<file path="config.mk">
export PLATFORM = sky130hd
export DESIGN_NAME = fetch_unit
export DESIGN_NICKNAME = d
export VERILOG_FILES = /design/src/rtl/riscv_pkg.sv /design/src/rtl/next_pc_sel.sv /design/src/rtl/fetch_unit.sv
export SDC_FILE = /design/constraint.sdc
export NUM_CORES = 1
export LEC_CHECK = 0
export CORE_MARGIN = 3
export CORE_UTILIZATION = 36
export CTS_CLUSTER_DIAMETER = 50
export DETAILED_ROUTE_END_ITERATION = 8
export GPL_ROUTABILITY_DRIVEN = 0
export MAX_ROUTING_LAYER = met4
export PLACE_DENSITY = 0.68
export SLEW_MARGIN = 20
export SYNTH_ARGS = -nofsm -noshare
export SYNTH_HDL_FRONTEND = slang
export SYNTH_SLANG_ARGS = --single-unit
</file>
<file path="constraint.sdc">
create_clock -name clk -period 5.6 [get_ports clk]
set_input_delay 0.84 -clock clk [delete_from_list [all_inputs] [get_ports clk]]
set_output_delay 0.84 -clock clk [all_outputs]
set_load 0.01 [all_outputs]
</file>
<file path="src/rtl/riscv_pkg.sv">
// Shared fetch-stage types and constants: state encoding, PC-source selects,
// default datapath width and the canonical NOP.
package riscv_pkg;

   localparam int unsigned XLEN      = 32;
   localparam logic [31:0] NOP_INSTR = 32'h0000_0013;  // addi x0,x0,0

   localparam logic [1:0] PC_SRC_PLUS4 = 2'b00;
   localparam logic [1:0] PC_SRC_IMM   = 2'b01;
   localparam logic [1:0] PC_SRC_JALR  = 2'b10;
   localparam logic [1:0] PC_SRC_RSVD  = 2'b11;  // behaves as PC_SRC_PLUS4

   typedef enum logic [1:0] {
      S_IDLE  = 2'd0,
      S_FETCH = 2'd1,
      S_EXEC  = 2'd2,
      S_TRAP  = 2'd3
   } fetch_state_e;

endpackage

</file>
<file path="src/rtl/next_pc_sel.sv">
// Combinational next-PC selection for the fetch stage. All adds wrap modulo
// 2^XLEN; the JALR target has bit 0 forced low before use.
module next_pc_sel #(
   parameter int unsigned XLEN = 32
) (
   input  logic [XLEN-1:0] pc,
   input  logic [1:0]      pc_src,
   input  logic [XLEN-1:0] imm_ext,
   input  logic [XLEN-1:0] jalr_target,
   output logic [XLEN-1:0] next_pc,
   output logic            target_misaligned
);
   import riscv_pkg::*;

   // jalr_target[0] is discarded by design
   logic w_unused;
   assign w_unused = jalr_target[0];

   // Select the redirect target; reserved encoding falls back to sequential
   always_comb begin
      next_pc = pc + XLEN'(4);
      case (pc_src)
         PC_SRC_IMM:  next_pc = pc + imm_ext;
         PC_SRC_JALR: next_pc = {jalr_target[XLEN-1:1], 1'b0};
         default:     next_pc = pc + XLEN'(4);
      endcase
   end

   // Only 4-byte aligned instruction fetch is supported
   assign target_misaligned = next_pc[1];

endmodule

</file>
<file path="src/rtl/fetch_unit.sv">
// Instruction fetch stage: owns the PC, handshakes with an instruction memory
// that may insert wait states, holds the fetched word for decode and forms
// the next PC from the control select. A misaligned redirect halts fetch
// until reset.
module fetch_unit #(
   parameter int unsigned XLEN      = riscv_pkg::XLEN,
   parameter logic [31:0] RESET_PC  = 32'h0000_0000,
   parameter logic [31:0] NOP_INSTR = riscv_pkg::NOP_INSTR
) (
   input  logic            clk,
   input  logic            rst_n,
   output logic            imem_req,
   output logic [XLEN-1:0] imem_addr,
   input  logic            imem_ready,
   input  logic [31:0]     imem_rdata,
   input  logic            stall,
   input  logic [1:0]      pc_src,
   input  logic [XLEN-1:0] imm_ext,
   input  logic [XLEN-1:0] jalr_target,
   output logic [31:0]     instr,
   output logic [XLEN-1:0] pc,
   output logic [XLEN-1:0] pc_plus4,
   output logic            instr_valid,
   output logic            misaligned
);
   import riscv_pkg::*;

   fetch_state_e    r_state;
   logic [XLEN-1:0] r_pc;
   logic [31:0]     r_instr;
   logic            r_valid;
   logic            r_misaligned;

   logic [XLEN-1:0] w_next_pc;
   logic            w_target_misaligned;

   next_pc_sel #(
      .XLEN (XLEN)
   ) u_next_pc_sel (
      .pc                (r_pc),
      .pc_src            (pc_src),
      .imm_ext           (imm_ext),
      .jalr_target       (jalr_target),
      .next_pc           (w_next_pc),
      .target_misaligned (w_target_misaligned)
   );

   // Fetch FSM and architectural fetch registers
   always_ff @(posedge clk or negedge rst_n) begin
      if (!rst_n) begin
         r_state      <= S_IDLE;
         r_pc         <= XLEN'(RESET_PC);
         r_instr      <= NOP_INSTR;
         r_valid      <= 1'b0;
         r_misaligned <= 1'b0;
      end else begin
         case (r_state)
            S_IDLE: r_state <= S_FETCH;
            S_FETCH: begin
               // stall is deliberately ignored here so the fetch completes
               if (imem_ready) begin
                  r_instr <= imem_rdata;
                  r_valid <= 1'b1;
                  r_state <= S_EXEC;
               end
            end
            S_EXEC: begin
               if (!stall) begin
                  if (w_target_misaligned) begin
                     r_misaligned <= 1'b1;
                     r_valid      <= 1'b0;
                     r_state      <= S_TRAP;
                  end else begin
                     r_pc    <= w_next_pc;
                     r_valid <= 1'b0;
                     r_instr <= NOP_INSTR;
                     r_state <= S_FETCH;
                  end
               end
            end
            S_TRAP:  r_state <= S_TRAP;  // only reset leaves the trap
            default: r_state <= S_IDLE;
         endcase
      end
   end

   // Moore outputs and the link-value adder
   always_comb begin
      imem_req    = (r_state == S_FETCH);
      imem_addr   = r_pc;
      pc          = r_pc;
      pc_plus4    = r_pc + XLEN'(4);
      instr       = r_instr;
      instr_valid = r_valid;
      misaligned  = r_misaligned;
   end

endmodule

</file>
==> impl_metrics.csv <==
group,metric,value,unit
synth,yosys_warnings,0,
timing,slew_headroom,36.9,%
power_and_ir_drop,power_frac_seq,26.7,%
flow_run,drv_cap,0,
synth,synthTopCellsByArea,"dfrtp_1 27%, nand2_1 8.5%, ha_1 7.3%, o21ai_0 5.5%, xnor2_1 5.1%",
power_and_ir_drop,powerDensity,396,nW/um^2
clocking,cts_root_buf,"clkbuf_16",
detailed_routing,wl,20100,um
detailed_routing,drc,0,
timing,worstMarginPinSlew,946,ps
synth,synth.distinct_cells,74,
layout,final_cell_mix,"227 x clkdlybuf4s50_1, 132 x nand2_1, 64 x o21ai_0, 64 x dfrtp_1, 56 x a21oi_1",
die,rows,46,
clocking,cts_tree,"built",
worst_setup_path,crit_slowest_cell,"clkdlybuf4s50_1",
detailed_routing,via_per_inst,5.38,
worst_setup_path,crit_fanout,8,
clocking,clk_latency,340,ps
placed_design,dp_hpwl,14600,um
clocking,cts_resized,0,
die,core-area,15900,um^2
placed_design,portBuffers,228,
timing,worst_clock_skew,6.56,ps
synth,synth_flop_cell,"dfrtp_1",
worst_setup_path,worst-r2r-setup-slack,2520,ps
timing,setup_slack,1440,ps
die,dieWidth,134,um
die,dieArea,17900,um^2
timing,final-max-slew-violation-count,0,
power_and_ir_drop,p_leak,0.00336,uW
timing,tns,0,ps
power_and_ir_drop,p_int,2020,uW
worst_setup_path,cp_data_arrival_time,3320,ps
worst_setup_path,max_stage_delay,590,ps
detailed_routing,dr.pass1.iters,5,
global_routing,grt_max_degree,68,
synth,yosys.area.top_type,"dfrtp_1",
placed_design,dp_cells,1128,
global_routing,overflow,0,
placed_design,dp_slack,1680,ps
clocking,path_clk_slew,60,ps
worst_setup_path,critPathCaptureType,"primary output",
global_routing,antenna_found_initial,0,
detailed_routing,ant_nets,0,
detailed_routing,vias,6160,
synth,syn_area,5860,um^2
clocking,post_cts_buffers,0,
power_and_ir_drop,peakVddDrop,245,uV
worst_setup_path,crit_path_cell_trace,"ha_1 -> nand3_2 -> nor3_4 -> and2_1 -> nand4_1 -> xnor2_1 -> clkdlybuf4s50_1",
clocking,clock-sinks,67,
synth,ys_seq_area_share,28.7,%
synth,ys_ff_latch,67,
power_and_ir_drop,share_comb_of_total_power,53.8,%
synth,ys_async_sr_fraction,100,%
outcome,status,"complete, no violations",
worst_setup_path,path_class,"flop to primary output",
power_and_ir_drop,p_clk_share,19.5,%
global_routing,grt_pass1_vias,5831,
global_routing,grt_util_all_layers,22.9,%
layout,final_common_cell,"clkdlybuf4s50_1",
power_and_ir_drop,sw_frac_of_total,39.2,%
timing,rsz0062_at_grt,"no",
die,initial_core_util,36.9,%
synth,synth-edff-count,0,
layout,final_nets,1060,
detailed_routing,wire_per_inst,17.5,um
power_and_ir_drop,switchingPower,1310,uW
worst_setup_path,crit_required,4760,ps
worst_setup_path,cp-start-kind,"flop",
hold_path,hp-class,"flop to flop",
global_routing,grt_pass1_wl,31900,um
timing,min_period,4160,ps
timing,hold_viol_final,0,
timing,timing.final.crit_share,74.4,%
synth,syn-instance-count,752,
synth,syn_avg_cell_area,7.80,um^2
clocking,clockBufferDepth,2,
layout,area_delta_synth_final,43.3,%
clocking,htreeDepth,3,
die,ios,233,
layout,fin_cells,1146,
timing,setup_viol,0,
timing,clock.fmax,240,MHz
layout,drive_above_1_share,5.27,%
clocking,cts-buffers-inserted,9,
die,die_y,134,um
synth,synth_top_area_share,27.3,%
clocking,cts_hold_buf,0,
detailed_routing,drt_iter0_markers,524,
[cell type report]
class                      count  area (um^2)
clock buffer                  11          243
fill                        1552         7480
sequential                    67         1680
tap                          216          270
clock inverter                 5         85.1
inverter                      17         63.8
timing repair buffer         236         2350
multi-input combinational    593         3710
antenna                        1         2.50
[power groups by stage]
stage	combinational (uW)	clock, uW	sequential [uW]
detailed placement	1790	0	893
floorplan	930	0	928
finish	1790	649	889
CTS	1800	660	891
global route	1950	675	928
global placement	1780	0	891
[final timing paths]
path                               from            end  cells past startpoint
max                        imem_addr[2]   pc_plus4[30]                      7
min                          misaligned     misaligned                      1
max reg2reg                imem_addr[0]  imem_addr[13]                      8
min reg2reg                  misaligned     misaligned                      1
max in group asynchronous         rst_n     r_state[1]                      2
min in group asynchronous         rst_n      instr[10]                      2
[metrics by stage]
step	hold WS, ps	util (%)	instance area, um^2	power [uW]
floorplan	512	-	5870	1860
global placement	454	50.7	8050	2670
detailed placement	456	50.7	8050	2680
CTS	466	52.7	8380	3350
global route	472	52.9	8400	3550
finish	462	52.9	8400	3330
[metal layers]
layer	track usage, %	routed length [um]	up-vias	part of all wire [%]
met3	5.02	1570	14	7.8
li1	-	-	3010	-
met5	-	0	-	0
met2	35.3	9220	253	46
met4	5.54	191	0	0.95
met1	30.7	9090	2883	45
[critical path: cells and delay by family (launching register included)]
kind                       cells  cell delay [ps]
xor gates and xnor gates       1              290
adders and majority gates      1              310
and+or+nand+nor                4             1260
buffers and inverters          1              590
DFF                            1              530
[logic make-up after synthesis]
logic type	count (synthesis)	share of synthesized area, %
and+or+nand+nor	266	20.9
xor gates and xnor gates	55	8.34
adders and majority gates	34	7.26
DFF	67	28.7
AOI/OAI and AO/OA	230	25.5
muxes	5	0.875
buffers and inverters	94	8.41
other	1	0.0640
[registers in the layout, summed over array words and instances (netlist names)]
name and count:
instr_valid 1, imem_addr 31, instr 32, misaligned 1, r_state 2
[synthesized netlist by cell type (9+ instances only)]
master    instances
a21o_1            9
a21oi_1          56
a221oi_1         16
a31oi_1           9
buf_4            35
clkbuf_1         29
dfrtp_1          64
ha_1             34
inv_1            17
nand2_1         132
nand3_1          25
nand4_1          11
nor2_1           50
nor3_1           17
o21ai_0          64
xnor2_1          34
xor2_1           20
Note: power is estimated with default switching activity, not from simulation.
